**src/rtl/reg_file_16x16_pkg.sv**
```systemverilog
// Shared constants, clear-engine state encoding and one-hot helpers for the
// 16x16 register file and the upstream 4-to-16 decoder bench.
package reg_file_16x16_pkg;

  localparam int DATA_W   = 16;
  localparam int NUM_REGS = 16;
  localparam int ADDR_W   = 4;

  typedef enum logic [1:0] {
    CLR_IDLE  = 2'd0,
    CLR_CLEAR = 2'd1,
    CLR_DONE  = 2'd2
  } clr_state_t;

  function automatic logic is_onehot(input logic [NUM_REGS-1:0] v);
    return (v != '0) && ((v & (v - 1'b1)) == '0);
  endfunction

  // Only meaningful when is_onehot(v) holds; ORs indices of all set bits.
  function automatic logic [ADDR_W-1:0] onehot_to_idx(input logic [NUM_REGS-1:0] v);
    logic [ADDR_W-1:0] idx;
    idx = '0;
    for (int i = 0; i < NUM_REGS; i++) begin
      if (v[i]) idx = idx | ADDR_W'(i);
    end
    return idx;
  endfunction

endpackage

```
**src/rtl/reg_file_16x16_if.sv**
```systemverilog
// Write/read/clear bus of the 16x16 register file.
interface reg_file_16x16_if;
  import reg_file_16x16_pkg::*;

  logic                wr_en;
  logic [NUM_REGS-1:0] wr_sel;
  logic [DATA_W-1:0]   wr_data;
  logic [ADDR_W-1:0]   rd_addr_a;
  logic [ADDR_W-1:0]   rd_addr_b;
  logic [DATA_W-1:0]   rd_data_a;
  logic [DATA_W-1:0]   rd_data_b;
  logic                clr_req;
  logic                clr_busy;
  logic                clr_done;
  logic                sel_err;
  logic                wr_drop;

  modport master (
    output wr_en, wr_sel, wr_data, rd_addr_a, rd_addr_b, clr_req,
    input  rd_data_a, rd_data_b, clr_busy, clr_done, sel_err, wr_drop
  );

  modport slave (
    input  wr_en, wr_sel, wr_data, rd_addr_a, rd_addr_b, clr_req,
    output rd_data_a, rd_data_b, clr_busy, clr_done, sel_err, wr_drop
  );

endinterface

```
**src/rtl/reg_file_clear_fsm.sv**
```systemverilog
// Clear sequencer: walks the register index from 0 to NUM_REGS-1, one per
// cycle, then pulses done for a single cycle.
module reg_file_clear_fsm
  import reg_file_16x16_pkg::*;
(
  input  logic              clk,
  input  logic              rst_n,
  input  logic              clr_req,
  output logic              clr_busy,
  output logic              clr_done,
  output logic              clr_en,
  output logic [ADDR_W-1:0] clr_idx
);

  localparam logic [1:0] IDLE  = CLR_IDLE;
  localparam logic [1:0] CLEAR = CLR_CLEAR;
  localparam logic [1:0] DONE  = CLR_DONE;

  logic [1:0]        state, state_nxt;
  logic [ADDR_W-1:0] cnt, cnt_nxt;

  always_comb begin
    state_nxt = state;
    cnt_nxt   = cnt;
    case (state)
      IDLE: begin
        cnt_nxt = '0;
        if (clr_req) state_nxt = CLEAR;
      end
      CLEAR: begin
        if (cnt == ADDR_W'(NUM_REGS - 1)) begin
          state_nxt = DONE;
          cnt_nxt   = '0;
        end else begin
          cnt_nxt = cnt + ADDR_W'(1);
        end
      end
      DONE:    state_nxt = IDLE;
      default: state_nxt = IDLE;
    endcase
  end

  always_ff @(posedge clk) begin
    if (!rst_n) begin
      state    <= IDLE;
      cnt      <= '0;
      clr_busy <= 1'b0;
      clr_done <= 1'b0;
    end else begin
      state    <= state_nxt;
      cnt      <= cnt_nxt;
      clr_busy <= (state_nxt == CLEAR);
      clr_done <= (state_nxt == DONE);
    end
  end

  assign clr_en  = (state == CLEAR);
  assign clr_idx = cnt;

endmodule

```
**src/rtl/reg_file_16x16.sv**
```systemverilog
// 16x16 register file: one-hot selected write port, two registered read
// ports with write-first bypass, and a sequenced clear engine.
module reg_file_16x16
  import reg_file_16x16_pkg::*;
(
  input  logic             clk,
  input  logic             rst_n,
  reg_file_16x16_if.slave  bus
);

  logic [DATA_W-1:0] regs [NUM_REGS];
  logic [DATA_W-1:0] rd_a_p1, rd_b_p1;
  logic              sel_err_p1, wr_drop_p1;

  logic              clr_en;
  logic [ADDR_W-1:0] clr_idx;
  logic              sel_ok, wr_ok, wr_commit;
  logic [ADDR_W-1:0] wr_idx;

  reg_file_clear_fsm u_clear_fsm (
    .clk      (clk),
    .rst_n    (rst_n),
    .clr_req  (bus.clr_req),
    .clr_busy (bus.clr_busy),
    .clr_done (bus.clr_done),
    .clr_en   (clr_en),
    .clr_idx  (clr_idx)
  );

  assign sel_ok    = is_onehot(bus.wr_sel);
  assign wr_ok     = bus.wr_en && sel_ok;
  assign wr_commit = wr_ok && !clr_en;
  assign wr_idx    = onehot_to_idx(bus.wr_sel);

  // Stage p0 -> p1: storage update, registered reads and status pulses
  always_ff @(posedge clk) begin
    if (!rst_n) begin
      for (int i = 0; i < NUM_REGS; i++) regs[i] <= '0;
      rd_a_p1    <= '0;
      rd_b_p1    <= '0;
      sel_err_p1 <= 1'b0;
      wr_drop_p1 <= 1'b0;
    end else begin
      if (wr_commit) regs[wr_idx] <= bus.wr_data;
      if (clr_en)    regs[clr_idx] <= '0;
      rd_a_p1    <= (wr_commit && wr_idx == bus.rd_addr_a) ? bus.wr_data : regs[bus.rd_addr_a];
      rd_b_p1    <= (wr_commit && wr_idx == bus.rd_addr_b) ? bus.wr_data : regs[bus.rd_addr_b];
      sel_err_p1 <= bus.wr_en && !sel_ok;
      wr_drop_p1 <= wr_ok && clr_en;
    end
  end

  assign bus.rd_data_a = rd_a_p1;
  assign bus.rd_data_b = rd_b_p1;
  assign bus.sel_err   = sel_err_p1;
  assign bus.wr_drop   = wr_drop_p1;

endmodule
```
**src/flat_wrapper.sv**
```systemverilog
// flat-port wrapper written by rule: the top's interface ports become plain ports
module reg_file_16x16_flat import reg_file_16x16_pkg::*;
  (clk, rst_n, bus_wr_en, bus_wr_sel, bus_wr_data, bus_rd_addr_a, bus_rd_addr_b, bus_clr_req, bus_rd_data_a, bus_rd_data_b, bus_clr_busy, bus_clr_done, bus_sel_err, bus_wr_drop);
  reg_file_16x16_if bus_i ();
  input  logic clk;
  input  logic rst_n;
  input wire logic [$bits(bus_i.wr_en)-1:0] bus_wr_en;
  input wire logic [$bits(bus_i.wr_sel)-1:0] bus_wr_sel;
  input wire logic [$bits(bus_i.wr_data)-1:0] bus_wr_data;
  input wire logic [$bits(bus_i.rd_addr_a)-1:0] bus_rd_addr_a;
  input wire logic [$bits(bus_i.rd_addr_b)-1:0] bus_rd_addr_b;
  input wire logic [$bits(bus_i.clr_req)-1:0] bus_clr_req;
  output wire logic [$bits(bus_i.rd_data_a)-1:0] bus_rd_data_a;
  output wire logic [$bits(bus_i.rd_data_b)-1:0] bus_rd_data_b;
  output wire logic [$bits(bus_i.clr_busy)-1:0] bus_clr_busy;
  output wire logic [$bits(bus_i.clr_done)-1:0] bus_clr_done;
  output wire logic [$bits(bus_i.sel_err)-1:0] bus_sel_err;
  output wire logic [$bits(bus_i.wr_drop)-1:0] bus_wr_drop;
  assign bus_i.wr_en = bus_wr_en;
  assign bus_i.wr_sel = bus_wr_sel;
  assign bus_i.wr_data = bus_wr_data;
  assign bus_i.rd_addr_a = bus_rd_addr_a;
  assign bus_i.rd_addr_b = bus_rd_addr_b;
  assign bus_i.clr_req = bus_clr_req;
  assign bus_rd_data_a = bus_i.rd_data_a;
  assign bus_rd_data_b = bus_i.rd_data_b;
  assign bus_clr_busy = bus_i.clr_busy;
  assign bus_clr_done = bus_i.clr_done;
  assign bus_sel_err = bus_i.sel_err;
  assign bus_wr_drop = bus_i.wr_drop;
  reg_file_16x16 u_core (.clk(clk), .rst_n(rst_n), .bus(bus_i));
endmodule
```
**config.mk**
```make
export PLATFORM = sky130hd
export DESIGN_NAME = reg_file_16x16_flat
export DESIGN_NICKNAME = d
export VERILOG_FILES = /design/src/rtl/reg_file_16x16_pkg.sv /design/src/rtl/reg_file_16x16_if.sv /design/src/rtl/reg_file_clear_fsm.sv /design/src/rtl/reg_file_16x16.sv /design/src/flat_wrapper.sv
export SDC_FILE = /design/constraint.sdc
export NUM_CORES = 1
export LEC_CHECK = 0
export CAP_MARGIN = 20
export CORE_MARGIN = 3
export CORE_UTILIZATION = 63
export CTS_BUF_LIST = sky130_fd_sc_hd__clkbuf_4 sky130_fd_sc_hd__clkbuf_8
export CTS_CLUSTER_DIAMETER = 60
export DETAILED_ROUTE_END_ITERATION = 7
export GPL_TIMING_DRIVEN = 0
export PLACE_DENSITY = 0.87
export SKIP_LAST_GASP = 1
export SLEW_MARGIN = 20
export SYNTH_ARGS = -nofsm -noshare
export SYNTH_HDL_FRONTEND = slang
export SYNTH_SLANG_ARGS = --single-unit
```
**constraint.sdc**
```tcl
create_clock -name clk -period 4.7 [get_ports clk]
set_input_delay 0.94 -clock clk [delete_from_list [all_inputs] [get_ports clk]]
set_output_delay 0.94 -clock clk [all_outputs]
set_load 0.05 [all_outputs]
```
==> flow_metrics.py, run 1 <==
metrics = {
    "global_route": {
        "grt_max_degree": 16,
        "grt_antenna_before_repair": 3,
        "grt_pass1_vias": 11680,
        "grt_usage": 0.3347,
        "grt_pass1_wl_um": 69850,
        "grt-ovfl-total": 0,
    },
    "placement": {
        "dpl.hpwl_um": 35610,
        "io_buffers": 70,
        "pre_cts_ws_ns": -0.07834,
        "placed_cells": 1502,
        "placed_cell_area_um2": 17600,
        "gp_congestion": 1.005,
    },
    "finish": {
        "stdcell_area_um2": 18570,
        "layout-drive-gt1-share": 0.3286,
        "n_fill_cell": 1397,
        "antennaDiodeCount": 0,
        "nets": 1268,
        "stdcell_count": 1590,
        "syn_to_final_growth_pct": 14.41,
    },
    "run": {
        "cap_violations": 0,
    },
    "worst_setup_path": {
        "crit_path_max_fanout": 10,
        "crit_slowest_cell": "nor3_2",
        "crit_type": "input port to register",
        "r2r_slack_ns": 0.97,
        "path_cells": "clkdlybuf4s50_1 > or4_1 > buf_2 > o41ai_2 > a31o_2 > buf_4 > a41oi_4 > buf_6 > nor3_2 > buf_4",
        "crit_path_frequent_cell": "buf_4",
        "crit_required_ns": 5.00,
        "worst_path_largest_cell_delay_ns": 0.77,
        "cp-end-kind": "register",
        "start_kind": "input port",
        "cp.arrival_ns": 4.60,
    },
    "power": {
        "power_mw": 6.398,
        "ir_worst_vdd_mv": 0.2436,
        "cellPowerDensity_nw_per_um2": 344.5,
        "p_leak_nw": 5.826,
    },
    "clock_tree": {
        "insertion_delay_ns": 0.61,
        "clockBufferDepth": 3,
        "cts_tree": "yes",
        "htree_levels": 2,
        "cts.repair.resized": 0,
        "cts.sinks": 316,
        "ctsHoldBuffers": 0,
        "path_clk_slew_ns": 0.06,
        "post-cts-setup-buffer-count": 0,
        "cts_root_buffer": "clkbuf_8",
        "cts_buffers": 49,
    },
    "synth": {
        "synth_area_um2": 16230,
        "ys_ff_latch": 316,
        "yosysSeqAreaShare": 0.5476,
        "synth_edf_count": 256,
        "yosysWarnings": 0,
        "ys_async_sr_fraction": 0,
        "synth_fp_nets": 1130,
        "synth_area_leaders": "edfxtp_1 (47%), mux4_2 (22%), dfxtp_1 (7.4%), nor3_1 (4.7%), nor3_2 (3.4%)",
        "synth_cell_types": 49,
        "yosys.area.top_type_share": 0.4736,
        "postSynthAreaPerCell_um2": 14.96,
        "ys.flop_type": "edfxtp_1",
        "synth_cells": 1085,
        "yosysTopAreaCell": "edfxtp_1",
    },
    "timing": {
        "setup_slack_ns": 0.3996,
        "final.setup.tns_ns": 0,
        "final.period_utilization": 0.9150,
        "slew_headroom": 0.1879,
        "rsz0062_at_grt": "false",
        "setup_viol": 0,
        "tightestPinTransition_ns": 1.207,
        "hold_violations": 0,
        "fin_crit_ns": 4.300,
        "skew_ns": 0.04455,
        "drv_slew": 0,
        "max_freq_mhz": 232.5,
    },
    "route": {
        "drt-total-wl_um": 47130,
        "via_count": 11700,
        "dr.pass1.iters": 7,
        "wl_per_cell_um": 29.64,
        "drt_iter0_markers": 2202,
        "drcViolationCount": 0,
        "ant_nets": 0,
        "viasPerCell": 7.361,
    },
    "floorplanning": {
        "start_util": 0.6427,
        "ios": 80,
        "rows": 58,
        "dieWidth_um": 166.5,
        "core_area_um2": 25250,
        "dieArea_um2": 27730,
        "die_h_um": 166.5,
    },
    "hold_path": {
        "hold_class": "register to register",
    },
    "run_status": {
        "status": "completed",
    },
}
worst max-delay path, delay by kind of cell:
family | cells | cell delay (ns)
buffers and inverters | 5 | 1.53
AND/OR/NAND/NOR | 2 | 1.32
AO/OA/AOI/OAI | 3 | 0.78
cell type report:
| cell class | instances | area (um^2) | area share |
|---|---|---|---|
| Buffer | 123 | 621.8 | 0.03349 |
| Clock buffer | 68 | 842.1 | 0.04534 |
| Clock inverter | 20 | 121.4 | 0.006535 |
| Inverter | 3 | 11.26 | 0.0006064 |
| Multi-Input combinational cell | 643 | 6829 | 0.3677 |
| Sequential cell | 316 | 8889 | 0.4786 |
| Tap cell | 330 | 412.9 | 0.02223 |
| Timing Repair Buffer | 87 | 843.3 | 0.04541 |
cells in the final DEF, fill, tap and decap left out, types with 35 or more instances in the layout:
cell	instances
clkbuf_8	53
nor3_1	141
clkdlybuf4s50_1	70
and2_1	35
clkbuf_1	74
nor2_1	77
dfxtp_1	60
nor3_2	67
mux4_2	160
edfxtp_1	256
logic make-up (layout without fill, tap and decap cells):
logic type               count (synthesis)  in the layout  synth area share
AND/OR/NAND/NOR                        401            401            0.1426
flip-flops                             316            316            0.5476
multiplexers                           193            193            0.2448
buffers and inverters                  126            301           0.03885
AO/OA/AOI/OAI                           44             44           0.02320
XOR/XNOR                                 4              4          0.002158
adder cells (fa/ha/maj)                  1              1         0.0007707
per-layer routing:
metal  vias to the layer above  global-route usage  share of wire
met5                         -                   0        0.00057
li1                       4609                   -              -
met4                         4              0.1356          0.046
met2                      1252              0.5133           0.46
met1                      5618              0.4389           0.32
met3                       221              0.1275           0.17
power by group:
| group | leakage (nW) | total, mW | switching [mW] | internal [mW] |
|---|---|---|---|---|
| Combinational | 2.27 | 0.869 | 0.510 | 0.359 |
| Sequential | 3.04 | 3.21 | 0.0633 | 3.15 |
| Clock | 0.515 | 2.32 | 1.10 | 1.21 |
| Total | 5.83 | 6.40 | 1.67 | 4.72 |
synthesized netlist by cell type, types with 2 or more instances:
| cell type | n |
|---|---|
| nand3_1 | 18 |
| nor3b_1 | 2 |
| mux4_2 | 160 |
| nor2b_1 | 2 |
| mux2_2 | 32 |
| nor2_1 | 77 |
| nor4_1 | 7 |
| nor4b_1 | 2 |
| edfxtp_1 | 256 |
| nor3_2 | 55 |
| nand4_4 | 4 |
| a211oi_1 | 4 |
| dfxtp_1 | 60 |
| and2_1 | 35 |
| buf_1 | 8 |
| buf_6 | 16 |
| a211o_1 | 5 |
| a21oi_1 | 6 |
| nor3_1 | 153 |
| xnor2_1 | 4 |
| nand2_1 | 28 |
| o21ai_0 | 3 |
| a32oi_1 | 4 |
| buf_4 | 3 |
| and3_1 | 2 |
| a31oi_1 | 4 |
| buf_2 | 21 |
| o32ai_1 | 6 |
| clkbuf_1 | 75 |
| a2111oi_2 | 2 |
| or4_1 | 5 |
| nand4_1 | 3 |
| inv_1 | 2 |
| nand2b_1 | 5 |
| nand3b_1 | 2 |
worst paths after layout:
check | depth (start not counted) | from | to
max | 10 | bus_wr_sel[5] | u_core.regs[0][8]
min | 2 | u_core.u_clear_fsm.state[1] | u_core.u_clear_fsm.clr_busy
max reg2reg | 8 | u_core.u_clear_fsm.state[1] | u_core.regs[15][10]
min reg2reg | 2 | u_core.u_clear_fsm.state[1] | u_core.u_clear_fsm.clr_busy
through the flow:
step | hold WS (ns) | utilization
6_report | 0.5941 | 0.7353
5_1_grt | 0.6269 | 0.7353
3_3_place_gp | 0.5528 | 0.6868
2_1_floorplan | 0.5132 | -
3_5_place_dp | 0.5707 | 0.6968
4_1_cts | 0.5844 | 0.7350
No activity file was read; power rests on OpenSTA's default activity.
==> run 2, diff against run 1 <==
--- a/config.mk
+++ b/config.mk
@@ -13,8 +13,9 @@
 export DETAILED_ROUTE_END_ITERATION = 7
 export GPL_TIMING_DRIVEN = 0
 export PLACE_DENSITY = 0.87
+export SKIP_CTS_REPAIR_TIMING = 1
 export SKIP_LAST_GASP = 1
-export SLEW_MARGIN = 20
 export SYNTH_ARGS = -nofsm -noshare
 export SYNTH_HDL_FRONTEND = slang
 export SYNTH_SLANG_ARGS = --single-unit
+export TNS_END_PERCENT = 100
==> flow_metrics.py, run 2 (synthesis gave the netlist of run 1 again) <==
metrics = {
    "run_status": {
        "status": "completed",
    },
    "clock_tree": {
        "clockBufferDepth": 3,
        "cts_tree": "yes",
        "path_clk_slew_ns": 0.06,
        "cts_buffers": 48,
        "cts_root_buffer": "clkbuf_8",
        "htree_levels": 2,
        "cts.sinks": 316,
        "insertion_delay_ns": 0.58,
    },
    "timing": {
        "skew_ns": 0.02141,
        "slew_headroom": 0.2505,
        "setup_viol": 0,
        "hold_violations": 0,
        "max_freq_mhz": 237.0,
        "tightestPinTransition_ns": 1.114,
        "final.period_utilization": 0.8976,
        "fin_crit_ns": 4.219,
        "drv_slew": 0,
        "rsz0062_at_grt": "false",
    },
    "floorplanning": {
        "ios": 80,
        "dieArea_um2": 27730,
        "start_util": 0.6427,
        "core_area_um2": 25250,
        "dieWidth_um": 166.5,
        "rows": 58,
        "die_h_um": 166.5,
    },
    "worst_setup_path": {
        "crit_type": "input port to register",
        "cp-end-kind": "register",
        "crit_required_ns": 4.98,
        "cp.arrival_ns": 4.49,
        "crit_path_max_fanout": 12,
        "start_kind": "input port",
        "r2r_slack_ns": 1.10,
    },
    "hold_path": {
        "hold_class": "register to register",
    },
    "global_route": {
        "grt_antenna_before_repair": 3,
        "grt_usage": 0.3399,
        "grt-ovfl-total": 0,
        "grt_pass1_vias": 11680,
        "grt_max_degree": 17,
        "grt_pass1_wl_um": 71150,
    },
    "placement": {
        "dpl.hpwl_um": 35650,
        "placed_cell_area_um2": 17590,
        "io_buffers": 70,
        "gp_congestion": 1.005,
    },
    "finish": {
        "syn_to_final_growth_pct": 14.81,
        "final_common_cell": "edfxtp_1",
        "antennaDiodeCount": 0,
        "stdcell_area_um2": 18640,
        "nets": 1270,
        "layout-drive-gt1-share": 0.3262,
        "final_cell_mix": "edfxtp_1 (256), mux4_2 (160), nor3_1 (141), nor2_1 (77), clkbuf_1 (75)",
        "utilization": 0.7379,
    },
    "route": {
        "dr.pass1.iters": 8,
        "ant_nets": 0,
        "viasPerCell": 7.387,
        "drt_iter0_markers": 2332,
        "drcViolationCount": 0,
        "drt-total-wl_um": 47460,
        "wl_per_cell_um": 29.79,
        "via_count": 11770,
    },
    "power": {
        "pwr-share-comb": 0.135,
        "p_leak_nw": 5.858,
        "p_int_mw": 4.807,
        "cellPowerDensity_nw_per_um2": 346.9,
        "pwr-share-seq": 0.497,
        "ir_worst_vdd_mv": 0.2665,
        "swShare": 0.2565,
        "power.share.clock": 0.368,
        "p_sw_mw": 1.659,
    },
    "run": {
        "cap_violations": 0,
    },
}
[run 2: cell count changes in the layout (fill, tap and decap cells not counted), sizes merged]
cell      change
buf           +2
inv           +2
clkinv        -5
clkbuf        +4
clkinvlp      -1
bufinv        +1
[run 2: power by group through the flow]
stage | combinational (mW) | sequential (mW) | clock [mW]
after floorplan | 0.541 | 3.25 | 0
after global placement | 0.787 | 3.26 | 0
after detailed placement | 0.835 | 3.27 | 0
after CTS | 0.843 | 3.21 | 2.37
after global routing | 0.896 | 3.22 | 2.50
final | 0.873 | 3.21 | 2.38
[run 2: per-stage QoR]
step | std cells | setup TNS (ns) | setup WS [ns] | power [mW] | hold slack [ns]
6_report | 1593 | 0 | 0.4811 | 6.465 | 0.6163
4_1_cts | 1589 | 0 | 0.6828 | 6.419 | 0.5918
3_5_place_dp | 1501 | 0 | 0.1347 | 4.101 | 0.5745
3_3_place_gp | 1485 | -202.58 | -1.270 | 4.044 | 0.5528
5_1_grt | 1593 | 0 | 0.4835 | 6.611 | 0.6412
2_1_floorplan | 1085 | 0 | 0.4215 | 3.788 | 0.5132
[run 2: final cells by class]
class	instances	area, um^2
Fill cell	1399	6619
Tap cell	330	412.9
Buffer	123	619.3
Clock buffer	71	864.6
Sequential cell	316	8889
Timing Repair Buffer	90	902.1
Multi-Input combinational cell	643	6800
Clock inverter	17	136.4
Inverter	3	11.26
[run 2: per-layer routing]
layer  vias up  share of wire  GRT usage
li1       4635              -          -
met4         8          0.047     0.1252
met5         -         0.0012          0
met2      1260           0.46     0.5320
met1      5611           0.32     0.4501
met3       254           0.17     0.1170
[run 2: final timing paths]
check,cells after the start,from,to
setup / recovery,6,bus_wr_sel[7],u_core.regs[14][8]
hold / removal,2,u_core.u_clear_fsm.clr_idx[2],u_core.u_clear_fsm.clr_idx[2]
setup reg to reg,8,u_core.u_clear_fsm.state[1],u_core.regs[3][13]
hold reg to reg,2,u_core.u_clear_fsm.clr_idx[2],u_core.u_clear_fsm.clr_idx[2]
[run 2: worst max-delay path, stage by stage]
cell and delay (ns):
clkdlybuf4s50_1 0.53, nor4_1 0.95, a41oi_1 0.63, clkbuf_1 0.52, a211oi_2 0.59, buf_4 0.31
